## src/rtl/vga_scan_reader.sv

```systemverilog
// vga_scan_reader: display-side reader for a 12-bit screen buffer.
//
// Generates 800x600@72Hz VGA timing from the pixel clock. It fetches buffer
// pixels through a registered read address. The 200x150 buffer is upscaled by
// 4 in both axes. All pins are driven from registers that line up on the same
// edge.
//
// Ports:
//   clk          pixel clock
//   rst          synchronous reset, active-high
//   fb_addr      registered read address to the screen-buffer read port
//   fb_data      pixel {R,G,B} from the buffer, valid one clk after fb_addr
//   pattern_sel  (VGA_TEST_PATTERN_EN only) 1 = show colour bars instead of fb_data
//   vga_r/g/b    registered RGB444 pins
//   vga_hs/vs    sync pins, active-high
//   vblank       high while the pins show lines outside the active area
//   frame_start  one-clk pulse alongside the first active pixel of each frame
//
// Optional build macro: VGA_TEST_PATTERN_EN adds pattern_sel and the colour-bar
// generator. Without it there is no pattern_sel port, and the block always
// shows buffer data.
module vga_scan_reader #(
  parameter int unsigned H_ACTIVE   = 800,
  parameter int unsigned H_FP       = 56,
  parameter int unsigned H_SYNC     = 120,
  parameter int unsigned H_BP       = 64,
  parameter int unsigned V_ACTIVE   = 600,
  parameter int unsigned V_FP       = 37,
  parameter int unsigned V_SYNC     = 6,
  parameter int unsigned V_BP       = 23,
  parameter int unsigned SCALE_LOG2 = 2,
  parameter int unsigned FB_W       = 200,
  parameter int unsigned ADDR_W     = 15
) (
  input  logic              clk,
  input  logic              rst,
  output logic [ADDR_W-1:0] fb_addr,
  input  logic [11:0]       fb_data,
`ifdef VGA_TEST_PATTERN_EN
  input  logic              pattern_sel,
`endif
  output logic [3:0]        vga_r,
  output logic [3:0]        vga_g,
  output logic [3:0]        vga_b,
  output logic              vga_hs,
  output logic              vga_vs,
  output logic              vblank,
  output logic              frame_start
);

  localparam int unsigned H_TOTAL = H_ACTIVE + H_FP + H_SYNC + H_BP;
  localparam int unsigned V_TOTAL = V_ACTIVE + V_FP + V_SYNC + V_BP;
  localparam int unsigned HW      = $clog2(H_TOTAL);
  localparam int unsigned VW      = $clog2(V_TOTAL);

  localparam logic [HW-1:0] H_LAST   = HW'(H_TOTAL - 1);
  localparam logic [HW-1:0] H_ACT    = HW'(H_ACTIVE);
  localparam logic [HW-1:0] HS_BEG   = HW'(H_ACTIVE + H_FP);
  localparam logic [HW-1:0] HS_END   = HW'(H_ACTIVE + H_FP + H_SYNC - 1);
  localparam logic [VW-1:0] V_LAST   = VW'(V_TOTAL - 1);
  localparam logic [VW-1:0] V_ACT    = VW'(V_ACTIVE);
  localparam logic [VW-1:0] VS_BEG   = VW'(V_ACTIVE + V_FP);
  localparam logic [VW-1:0] VS_END   = VW'(V_ACTIVE + V_FP + V_SYNC - 1);
  localparam logic [ADDR_W-1:0] FB_W_C = ADDR_W'(FB_W);

  // Counters and address generator (stage 0)
  logic [HW-1:0]     hcnt_q, hcnt_d;
  logic [VW-1:0]     vcnt_q, vcnt_d;
  logic [ADDR_W-1:0] row_q, row_d;
  logic [ADDR_W-1:0] col_q, col_d;
  logic [ADDR_W-1:0] addr_q, addr_d;
  logic              line_end, frame_end;
  logic              active0, hs0, vs0, vb0, fs0;

  // Three-deep delay lines; bit 2 drives the pins
  logic [2:0]        act_q, hs_q, vs_q, vb_q, fs_q;
  logic [11:0]       rgb_q, rgb_d;

  always_comb begin
    line_end  = (hcnt_q == H_LAST);
    frame_end = line_end && (vcnt_q == V_LAST);

    active0 = (hcnt_q < H_ACT) && (vcnt_q < V_ACT);
    hs0     = (hcnt_q >= HS_BEG) && (hcnt_q <= HS_END);
    vs0     = (vcnt_q >= VS_BEG) && (vcnt_q <= VS_END);
    vb0     = (vcnt_q >= V_ACT);
    fs0     = (hcnt_q == '0) && (vcnt_q == '0);

    hcnt_d = hcnt_q + 1'b1;
    vcnt_d = vcnt_q;
    if (line_end) begin
      hcnt_d = '0;
      vcnt_d = frame_end ? '0 : vcnt_q + 1'b1;
    end

    // Column steps once per upscaled pixel: after the last sub-pixel of each group
    col_d = col_q;
    if (line_end) begin
      col_d = '0;
    end else if (active0 && (&hcnt_q[SCALE_LOG2-1:0])) begin
      col_d = col_q + 1'b1;
    end

    // Row base advances after the last repeated line of each buffer row,
    // replacing a (vcnt>>SCALE_LOG2)*FB_W multiply
    row_d = row_q;
    if (frame_end) begin
      row_d = '0;
    end else if (line_end && (vcnt_q < V_ACT) && (&vcnt_q[SCALE_LOG2-1:0])) begin
      row_d = row_q + FB_W_C;
    end

    addr_d = active0 ? (row_q + col_q) : '0;
  end

  always_ff @(posedge clk) begin
    if (rst) begin
      hcnt_q <= '0;
      vcnt_q <= '0;
      row_q  <= '0;
      col_q  <= '0;
      addr_q <= '0;
      act_q  <= '0;
      hs_q   <= '0;
      vs_q   <= '0;
      vb_q   <= '0;
      fs_q   <= '0;
      rgb_q  <= '0;
    end else begin
      hcnt_q <= hcnt_d;
      vcnt_q <= vcnt_d;
      row_q  <= row_d;
      col_q  <= col_d;
      addr_q <= addr_d;
      act_q  <= {act_q[1:0], active0};
      hs_q   <= {hs_q[1:0], hs0};
      vs_q   <= {vs_q[1:0], vs0};
      vb_q   <= {vb_q[1:0], vb0};
      fs_q   <= {fs_q[1:0], fs0};
      rgb_q  <= rgb_d;
    end
  end

`ifdef VGA_TEST_PATTERN_EN
  localparam int unsigned BAR_W = H_ACTIVE / 8;

  // hcnt delayed to line up with fb_data, so bars land on the same pixels
  logic [HW-1:0] hd1_q, hd2_q;
  logic [2:0]    bar_idx;
  logic [11:0]   bar_rgb;

  always_ff @(posedge clk) begin
    if (rst) begin
      hd1_q <= '0;
      hd2_q <= '0;
    end else begin
      hd1_q <= hcnt_q;
      hd2_q <= hd1_q;
    end
  end

  always_comb begin
    bar_idx = '0;
    for (int unsigned i = 1; i < 8; i++) begin
      if (hd2_q >= HW'(i * BAR_W)) begin
        bar_idx = 3'(i);
      end
    end
    // Order white, yellow, cyan, green, magenta, red, blue, black
    bar_rgb = {{4{~bar_idx[1]}}, {4{~bar_idx[2]}}, {4{~bar_idx[0]}}};
  end
`endif

  // Stage 3: the buffer pixel is taken only here, blanked outside the active area
  always_comb begin
    rgb_d = '0;
    if (act_q[1]) begin
      rgb_d = fb_data;
`ifdef VGA_TEST_PATTERN_EN
      if (pattern_sel) begin
        rgb_d = bar_rgb;
      end
`endif
    end
  end

  assign fb_addr     = addr_q;
  assign vga_r       = rgb_q[11:8];
  assign vga_g       = rgb_q[7:4];
  assign vga_b       = rgb_q[3:0];
  assign vga_hs      = hs_q[2];
  assign vga_vs      = vs_q[2];
  assign vblank      = vb_q[2];
  assign frame_start = fs_q[2];

endmodule
```

## config.mk

```make
export PLATFORM = sky130hd
export DESIGN_NAME = vga_scan_reader
export DESIGN_NICKNAME = d
export VERILOG_FILES = /design/src/rtl/vga_scan_reader.sv
export SDC_FILE = /design/constraint.sdc
export NUM_CORES = 1
export LEC_CHECK = 0
export CORE_UTILIZATION = 50
export DETAILED_ROUTE_END_ITERATION = 10
export PLACE_DENSITY = 0.75
export SLEW_MARGIN = 20
export SYNTH_ARGS = -nofsm -noshare
export SYNTH_HDL_FRONTEND = slang
export SYNTH_SLANG_ARGS = --single-unit
```

## constraint.sdc

```tcl
create_clock -name clk -period 1.9 [get_ports clk]
set_input_delay 0.19 -clock clk [delete_from_list [all_inputs] [get_ports clk]]
set_output_delay 0.19 -clock clk [all_outputs]
set_load 0.02 [all_outputs]
```

==> results of run 1 <==
==> cell usage after synthesis, types with 2 or more instances <==
library cell	instances	area share (%)
sky130_fd_sc_hd__nand4_1	10	1.6
sky130_fd_sc_hd__a21o_1	6	1.1
sky130_fd_sc_hd__nand3b_1	2	0.38
sky130_fd_sc_hd__mux2i_1	5	1.3
sky130_fd_sc_hd__or4_1	9	1.7
sky130_fd_sc_hd__nand2_1	21	2.0
sky130_fd_sc_hd__dfxtp_1	89	45
sky130_fd_sc_hd__nand2b_1	4	0.63
sky130_fd_sc_hd__nor2b_1	12	1.9
sky130_fd_sc_hd__a21boi_0	2	0.38
sky130_fd_sc_hd__and2_1	18	2.9
sky130_fd_sc_hd__nor3_1	7	0.89
sky130_fd_sc_hd__clkbuf_1	11	1.0
sky130_fd_sc_hd__o21bai_1	2	0.38
sky130_fd_sc_hd__nor4_1	2	0.32
sky130_fd_sc_hd__or3_1	11	1.7
sky130_fd_sc_hd__xor2_1	9	2.0
sky130_fd_sc_hd__o31ai_1	9	1.7
sky130_fd_sc_hd__or2_2	2	0.32
sky130_fd_sc_hd__ha_1	20	6.3
sky130_fd_sc_hd__a211oi_1	2	0.38
sky130_fd_sc_hd__o21ai_0	13	1.6
sky130_fd_sc_hd__a21oi_1	29	3.7
sky130_fd_sc_hd__inv_1	17	1.6
sky130_fd_sc_hd__xnor2_1	22	4.9
sky130_fd_sc_hd__a2111oi_0	2	0.44
sky130_fd_sc_hd__nor2_1	43	4.1
sky130_fd_sc_hd__buf_2	4	0.51
sky130_fd_sc_hd__a211o_1	2	0.44
sky130_fd_sc_hd__nand3_1	12	1.5
sky130_fd_sc_hd__and3_1	8	1.3
sky130_fd_sc_hd__a31oi_1	2	0.32
sky130_fd_sc_hd__and4_1	3	0.67
==> kinds of logic after synthesis <==
kind of cell	count (synthesis)	share of synthesized area, %
simple gates	170	23.7
flops	89	45.1
compound gates	77	12.8
buf+inv	33	3.45
xor+xnor	31	6.87
fa+ha+maj	21	6.84
mux	5	1.27
==> worst max-delay path: cells and delay by family, from the launching register on <==
family,cells,cell delay [ns]
compound gates,2,0.38
simple gates,3,0.80
buf+inv,2,0.25
flops,1,0.34
==> layer usage <==
| metal | GRT usage (%) | vias to the layer above | share of wire (%) |
|---|---|---|---|
| met3 | 3.11 | 16 | 4.1 |
| met1 | 27.0 | 1563 | 46 |
| met4 | 7.80 | 0 | 1.4 |
| met2 | 36.4 | 102 | 49 |
| li1 | - | 1690 | - |
| met5 | 0 | - | 0 |
==> timing repair <==
item | in CTS | in global routing
pin swaps | 4 | 23
gates cloned | 0 | 2
buffers inserted | 1 | 6
resized for setup | 8 | 35
endpoints found under the setup margin | 14 | 22
==> state kept, by name (all words and copies together), names as in the netlist <==
register and cells:
hcnt_q 11, hs_q 3, row_q 12, act_q 2, fs_q 3, fb_addr 15, vb_q 3, vcnt_q 10
rgb_q 12, vs_q 3, col_q 15
==> where the power goes <==
| group | internal [mW] | switching [mW] | total [mW] |
|---|---|---|---|
| logic | 0.0848 | 0.0803 | 0.165 |
| registers | 1.89 | 0.00872 | 1.89 |
| clock network | 0.516 | 0.751 | 1.27 |
| total | 2.49 | 0.840 | 3.33 |
==> metrics by stage <==
step / area (um2) / hold slack, ns
2_1_floorplan: 3970 / 0.262
3_3_place_gp: 4860 / 0.417
3_5_place_dp: 4860 / 0.425
4_1_cts: 5090 / 0.370
5_1_grt: 5280 / 0.367
6_report: 5280 / 0.379
==> worst max path at each step <==
| stage | slack [ns] | start | to | cells past startpoint |
|---|---|---|---|---|
| after floorplan | 0.01 | hcnt_q[5] | col_q[14] | 6 |
| after global placement | -0.02 | hcnt_q[5] | col_q[5] | 5 |
| after detailed placement | -0.04 | row_q[5] | fb_addr[12] | 6 |
| after CTS | -0.02 | row_q[5] | fb_addr[12] | 6 |
| after global routing | -0.06 | hcnt_q[7] | row_q[6] | 7 |
| final | 0.05 | hcnt_q[7] | row_q[7] | 7 |
==> final cells by class <==
class / instances / area share [%]
multi-input cells: 305 / 41.8
flip-flops and latches: 89 / 33.8
repair buffers: 101 / 17.0
well taps: 102 / 2.42
clock buffers: 9 / 2.34
clock inverters: 7 / 1.37
inverters: 17 / 1.21
==> results.tsv, run 1 <==
metric	value	unit
synth-edff-count	0	
min_period	1.85	ns
post_synth.cell_area_avg	9.27	um2
clock_skew	0.0143	ns
critical_path_peak_fanout	7	
timing_worst_setup_path_type	register to register	
grtUsageTotal	21.2	%
dr.pass1.iters	8	
via_count_of_the_first_global_routing_pass	3080	
synth-main-ff-cell	sky130_fd_sc_hd__dfxtp_1	
clock-root-buffer	sky130_fd_sc_hd__clkbuf_8	
fp.dieW	90.9	um
run_status	finished clean	
timing.reg2reg.setup_slack	0.05	ns
critical-path-slowest-cell	sky130_fd_sc_hd__or3_4	
worst_setup_path_start_kind	register	
synth_cells	426	
synth.ff_latch_count	89	
path_common_cell	sky130_fd_sc_hd__buf_6	
fin_tns_setup	0	ns
pwr_density_cell	630	nW/um2
post-route-period-util	97.1	%
antenna_violating_nets_post_route	0	
place_ws	-0.0390	ns
num_antenna_cells	0	
leading_cell_type_in_the_layout_fill_and_taps_excluded	sky130_fd_sc_hd__dfxtp_1	
remaining_drc_errors	0	
num_vias	3371	
clock_path_buffers	2	
worst-slew-pin-transition	0.521	ns
static-leakage-power	2.08	nW
r2r_cells	7	
area_growth	33.8	%
path_clk_slew	0.10	ns
antenna_found_initial	0	
wire_per_inst	14.3	um
rsz0062_at_grt	yes	
detail_route.wirelength	9030	um
syn_nets	461	
longest_individual_stage_delay_on_the_worst_path	0.36	ns
ctsHoldBuffers	0	
holdPathStages	2	
hold_end	rgb_q[3]	
synth.yosys.warnings	0	
relSlewSlack	65.2	%
port_buffers	44	
grt_overflow_total	0	
core_area	7690	um2
dp.final_hpwl	6310	um
synth.yosys.seq_area_share	45.1	%
filler_cell_count	593	
timing_hold_violations_final	0	
final_cell_mix	sky130_fd_sc_hd__dfxtp_1, sky130_fd_sc_hd__buf_4, sky130_fd_sc_hd__clkdlybuf4s50_1	
drive_above_1_share	23.3	%
multi_input_area	2210	um2
netlist_area	3950	um2
die_height	90.9	um
initial_utilization	51.4	%
synth_cell_type_count	49	
pin_count_of_the_biggest_net_entering_global_routing	24	
grt_pass1_wl	14000	um
final_max_tran_viols	0	
clock_sinks	89	
timing.critical_path.required	2.19	ns
final_cell_count_no_fill	630	
crit_chain	buf_6, nor4_4, nand4_2, a21o_4, buf_6, or3_4, a21oi_2	
crit-reg2reg-launch	hcnt_q[7]	
register_area	1790	um2
clock_buffer_count_from_cts	9	
report.power.total	3.33	mW
vias_per_cell	5.35	
top_ports	45	
design.final.nets	558	
clk-insertion-delay-late	0.36	ns
placed_cells	605	
hold_start	fb_data[3]	
setup_violations	0	
critPathCaptureType	register	
drv_cap	0	
max_clock_freq	0.542	GHz
timing.hold.worst.class	input port to register	
cts_tree	yes	
postLayoutSetupSlackWorst	0.0545	ns
row_count	32	
cts_max_level	3	
async_reset_ff_share	0	%
ir_drop	0.000448	V
fin_util	68.7	%
timing.critical_path.arrival	2.13	ns
worst_flop_to_flop_path_endpoint	row_q[7]	
place_congestion	0.869	
die-area	8260	um2
drt_iter0_drc	183	
Note: power is estimated with default switching activity, not from simulation.
==> run 2: changes to the inputs <==
CORE_UTILIZATION = 40   (was 50)
PLACE_DENSITY = not set   (was 0.75)
==> run 2 against run 1 <==
  * Power increased by 0.45%
  * Cell count rose by 4.8%
  * Combinational power increased by 4%
  * Sequential share of layout area decreased by 0.12 points
  * Flip-flop and latch count stayed put
  * Non-clock buffer count up 4
  * Global-route usage fell by 3.7 points
  * Critical path type unchanged
==> results.tsv, run 2 (synthesis gave the netlist of run 1 again) <==
metric	value	unit
relSlewSlack	64.2	%
worst_setup_path_start_kind	register	
antenna_violating_nets_post_route	0	
pin_count_of_the_biggest_net_entering_global_routing	24	
cts_max_level	3	
ctsHoldBuffers	0	
ir_drop	0.000316	V
timing.critical_path.required	2.20	ns
drive_above_1_share	21.3	%
critical-path-slowest-cell	sky130_fd_sc_hd__dfxtp_2	
most_used_routing_layer	met2	
globalRouteMet3Util	3.86	%
worst-slew-pin-transition	0.536	ns
wire_per_inst	13.2	um
initial_utilization	42.0	%
leading_cell_type_in_the_layout_fill_and_taps_excluded	sky130_fd_sc_hd__dfxtp_1	
clock_skew	0.0117	ns
critPathCaptureType	register	
fin_worst_hold_slack	0.372	ns
worst_flop_to_flop_path_endpoint	row_q[11]	
multi_input_area	2150	um2
rsz0062_at_grt	yes	
grt_pass1_wl	14100	um
gr-usage-met1	24.2	%
finish.instance_area	5300	um2
path_depth	7	
core_area	9420	um2
final_max_tran_viols	0	
die-area	10300	um2
fin_tns_setup	0	ns
num_antenna_cells	0	
report.power.total	3.34	mW
fp.dieW	101	um
pwr_density_cell	631	nW/um2
vias_per_cell	4.99	
placedInstanceArea	4970	um2
static-leakage-power	2.10	nW
hold_start	fb_data[3]	
antenna_found_initial	0	
clock-root-buffer	sky130_fd_sc_hd__clkbuf_8	
holdPathStages	2	
remaining_drc_errors	0	
row_count	35	
timing_worst_setup_path_type	register to register	
final_cell_count_no_fill	660	
die_height	101	um
timing_hold_violations_final	0	
hold_end	rgb_q[3]	
path_clk_slew	0.10	ns
fin_util	56.3	%
r2r_cells	7	
final_cell_mix	sky130_fd_sc_hd__dfxtp_1, sky130_fd_sc_hd__buf_4, sky130_fd_sc_hd__clkdlybuf4s50_1	
postLayoutSetupSlackWorst	0.0567	ns
timing.reg2reg.setup_slack	0.06	ns
critical_path_peak_fanout	7	
use_met2	27.4	%
crit-reg2reg-launch	hcnt_q[1]	
grt_overflow_total	0	
cts_tree	yes	
clock_path_buffers	2	
register_area	1790	um2
filler_cell_count	846	
place_ws	0.00382	ns
dp.final_hpwl	6310	um
port_buffers	44	
grtUsageTotal	17.6	%
crit_chain	ha_4, and4_4, nand4_4, a21o_4, buf_6, or3_1, a21oi_2	
top_ports	45	
dr.pass1.iters	4	
num_vias	3296	
timing.hold.worst.class	input port to register	
area_growth	34.1	%
clock_buffer_count_from_cts	9	
setup_violations	0	
detail_route.wirelength	8690	um
drt_iter0_drc	119	
clock_sinks	89	
timing.critical_path.buf_inv	1	
min_period	1.84	ns
clk-insertion-delay-late	0.37	ns
drv_cap	0	
max_clock_freq	0.542	GHz
path_delay_family	simple AND/OR/NAND/NOR gates	
placed_cells	640	
longest_individual_stage_delay_on_the_worst_path	0.37	ns
via_count_of_the_first_global_routing_pass	2996	
run_status	finished clean	
design.final.nets	561	
post-route-period-util	97.0	%
place_congestion	0.816	
timing.critical_path.arrival	2.15	ns
## run 2: cell types whose count changed in the layout (fill, tap and decap cells not counted), moves of 3 or more
cell / change
sky130_fd_sc_hd__or3_4: -3
sky130_fd_sc_hd__buf_4: +3
sky130_fd_sc_hd__a21oi_1: +4
sky130_fd_sc_hd__a21oi_2: -4
sky130_fd_sc_hd__or3_1: +3
## run 2: layer usage
| metal | up-vias | share of wire, % |
|---|---|---|
| met5 | - | 0 |
| li1 | 1691 | - |
| met1 | 1532 | 49 |
| met4 | 0 | 1.4 |
| met2 | 62 | 46 |
| met3 | 11 | 3.7 |
## run 2: worst max path at each step
stage / from / to / slack [ns]
after global placement: col_q[3] / fb_addr[13] / 0.02
after global routing: col_q[3] / fb_addr[13] / -0.08
after detailed placement: col_q[3] / fb_addr[13] / 0.004
after CTS: col_q[3] / fb_addr[13] / 0.003
after floorplan: hcnt_q[5] / col_q[14] / 0.01
final: hcnt_q[1] / row_q[11] / 0.06
## run 2: layout make-up
| type | instances | share of cell area [%] |
|---|---|---|
| well taps | 129 | 3.05 |
| multi-input cells | 304 | 40.6 |
| repair buffers | 105 | 17.8 |
| inverters | 17 | 1.20 |
| clock inverters | 7 | 1.30 |
| flip-flops and latches | 89 | 33.7 |
| clock buffers | 9 | 2.34 |
## run 2: where the power goes
group	total [mW]	internal (mW)	switching, mW
combinational	0.171	0.0893	0.0814
clock	1.28	0.514	0.762
sequential	1.89	1.89	0.00815
## run 2: repair_timing
action / 4_1_cts / 5_1_grt
pin swaps: 2 / 16
buffers inserted: 0 / 3
gates cloned: 0 / 1
setup endpoints to repair: 2 / 27
resized for setup: 2 / 26
## run 2: worst register-to-register path, delay by kind of cell (launching register included)
kind | cells | cell delay, ns
AO/OA/AOI/OAI | 2 | 0.36
flip-flops | 1 | 0.37
adder cells (fa/ha/maj) | 1 | 0.17
AND/OR/NAND/NOR | 3 | 0.75
buffers and inverters | 1 | 0.14
==> run 3: changes to the inputs <==
PLACE_DENSITY_LB_ADDON = 0.3   (was not set)
clock period = 2.1 ns   (was 1.9 ns; I/O delays follow)
==> run 3 against run 2 <==
  * Cell area shrank 7.8%
  * Non-clock buffer count shrank 34
  * Utilization down 4.4 points
  * Sequential power is 9.5% lower
  * Largest power group unchanged
==> results.tsv, run 3 (synthesis gave the netlist of run 1 again) <==
metric	value	unit
design.final.nets	527	
rsz0062_at_grt	no	
power.net_switching	0.688	mW
p_sw_share	23.6	%
antenna_violating_nets_post_route	0	
r2r_cells	5	
clock_sinks	89	
timing.hold.worst.class	input port to register	
run_status	finished clean	
initial_utilization	42.0	%
grt_pass1_wl	14100	um
power_report.internal_total	2.23	mW
critical_path_peak_fanout	11	
die-area	10300	um2
drv_cap	0	
longest_individual_stage_delay_on_the_worst_path	0.42	ns
pin_count_of_the_biggest_net_entering_global_routing	24	
row_count	35	
max_clock_freq	0.496	GHz
clkPwrFrac	37.0	%
num_antenna_cells	0	
fin_util	51.9	%
crit_chain	o311a_1, a211o_1, buf_4, or3_1, a21oi_1	
antenna_found_initial	0	
detail_route.wirelength	8500	um
fin_tns_setup	0	ns
timing_worst_setup_path_type	register to register	
num_vias	3213	
timing.critical_path.required	2.38	ns
critPathCaptureType	register	
worst_flop_to_flop_path_endpoint	col_q[5]	
vias_per_cell	5.13	
placedInstanceArea	4680	um2
dr.pass1.iters	4	
clk-insertion-delay-late	0.36	ns
place_congestion	0.840	
setup_violations	0	
relSlewSlack	64.0	%
crit-reg2reg-launch	hcnt_q[7]	
cts_max_level	3	
endpoint	col_q[5]	
report.power.total	2.92	mW
die_height	101	um
ir_drop	0.000360	V
placed_cells	610	
fp.dieW	101	um
final_cell_count_no_fill	626	
drt_iter0_drc	108	
dp.final_hpwl	6210	um
clock_skew	0.0121	ns
top_ports	45	
clock-root-buffer	sky130_fd_sc_hd__clkbuf_8	
finish.instance_area	4880	um2
final_max_tran_viols	0	
combPwrFrac	4.4	%
post_cts.repair.setup_buffers	0	
final_cell_mix	sky130_fd_sc_hd__dfxtp_1, sky130_fd_sc_hd__clkdlybuf4s50_1, sky130_fd_sc_hd__nor2_1	
static-leakage-power	1.90	nW
min_period	2.02	ns
port_buffers	44	
grt_overflow_total	0	
via_count_of_the_first_global_routing_pass	3054	
core_area	9420	um2
path_clk_slew	0.10	ns
cts_tree	yes	
grtUsageTotal	17.7	%
drive_above_1_share	11.7	%
wire_per_inst	13.6	um
clock_buffer_count_from_cts	9	
worst-slew-pin-transition	0.539	ns
sequentialPowerShare	58.6	%
timing.critical_path.arrival	2.29	ns
critical-path-slowest-cell	sky130_fd_sc_hd__a211o_1	
area_growth	23.7	%
timing_hold_violations_final	0	
worst_setup_path_startpoint	hcnt_q[7]	
clock_path_buffers	2	
worst_setup_path_start_kind	register	
timing.reg2reg.setup_slack	0.08	ns
post-route-period-util	96.0	%
remaining_drc_errors	0	
leading_cell_type_in_the_layout_fill_and_taps_excluded	sky130_fd_sc_hd__dfxtp_1	
pwr_density_cell	598	nW/um2
run 3: timing repair:
action	CTS	global route
endpoints found under the setup margin	1	3
gates resized for setup	2	5
hold buffers	0	0
pin swaps	1	2
run 3: cell type report:
cell class / count / area (um2)
Clock buffer: 10 / 138
Inverter: 17 / 63.8
Clock inverter: 6 / 43.8
Multi-Input combinational cell: 304 / 2050
Timing Repair Buffer: 71 / 643
Fill cell: 866 / 4530
Tap cell: 129 / 161
Sequential cell: 89 / 1780
run 3: worst min path at each step:
stage                      from  cells past startpoint  slack, ns   endpoint
global route        fb_data[10]                      2       0.40  rgb_q[10]
floorplan                   rst                      1       0.28    fs_q[2]
finish              fb_data[10]                      2       0.41  rgb_q[10]
detailed placement      fs_q[0]                      1       0.42    fs_q[1]
global placement        fs_q[1]                      1       0.42    fs_q[2]
CTS                 fb_data[10]                      2       0.40  rgb_q[10]
run 3: critical path: cells and delay by family (launching register included):
| kind | cells | cell delay, ns |
|---|---|---|
| and+or+nand+nor | 1 | 0.34 |
| AOI/OAI and AO/OA | 3 | 1.01 |
| buffers and inverters | 1 | 0.22 |
| DFF | 1 | 0.37 |
run 3: metrics by stage:
step / setup slack (ns) / hold WS [ns]
3_3_place_gp: 0.146 / 0.416
4_1_cts: 0.0198 / 0.399
6_report: 0.0840 / 0.413
3_5_place_dp: -0.00439 / 0.424
2_1_floorplan: 0.112 / 0.282
5_1_grt: 0.0110 / 0.398
run 3: power by group through the flow:
stage | Clock (mW) | Combinational (mW) | Sequential, mW
detailed placement | 0 | 0.129 | 1.75
floorplan | 0 | 0.0505 | 1.76
CTS | 1.12 | 0.130 | 1.71
global route | 1.19 | 0.140 | 1.72
finish | 1.08 | 0.128 | 1.71
global placement | 0 | 0.127 | 1.75
run 3: metal layers:
| layer | part of all wire (%) | wire length (um) | vias to the layer above | global-route usage (%) |
|---|---|---|---|---|
| met4 | 1.7 | 143 | 0 | 7.92 |
| met3 | 3.4 | 287 | 14 | 3.31 |
| met2 | 48 | 4080 | 77 | 29.2 |
| met1 | 47 | 3990 | 1496 | 22.4 |
| met5 | 0 | 0 | - | 0 |
| li1 | - | - | 1626 | - |
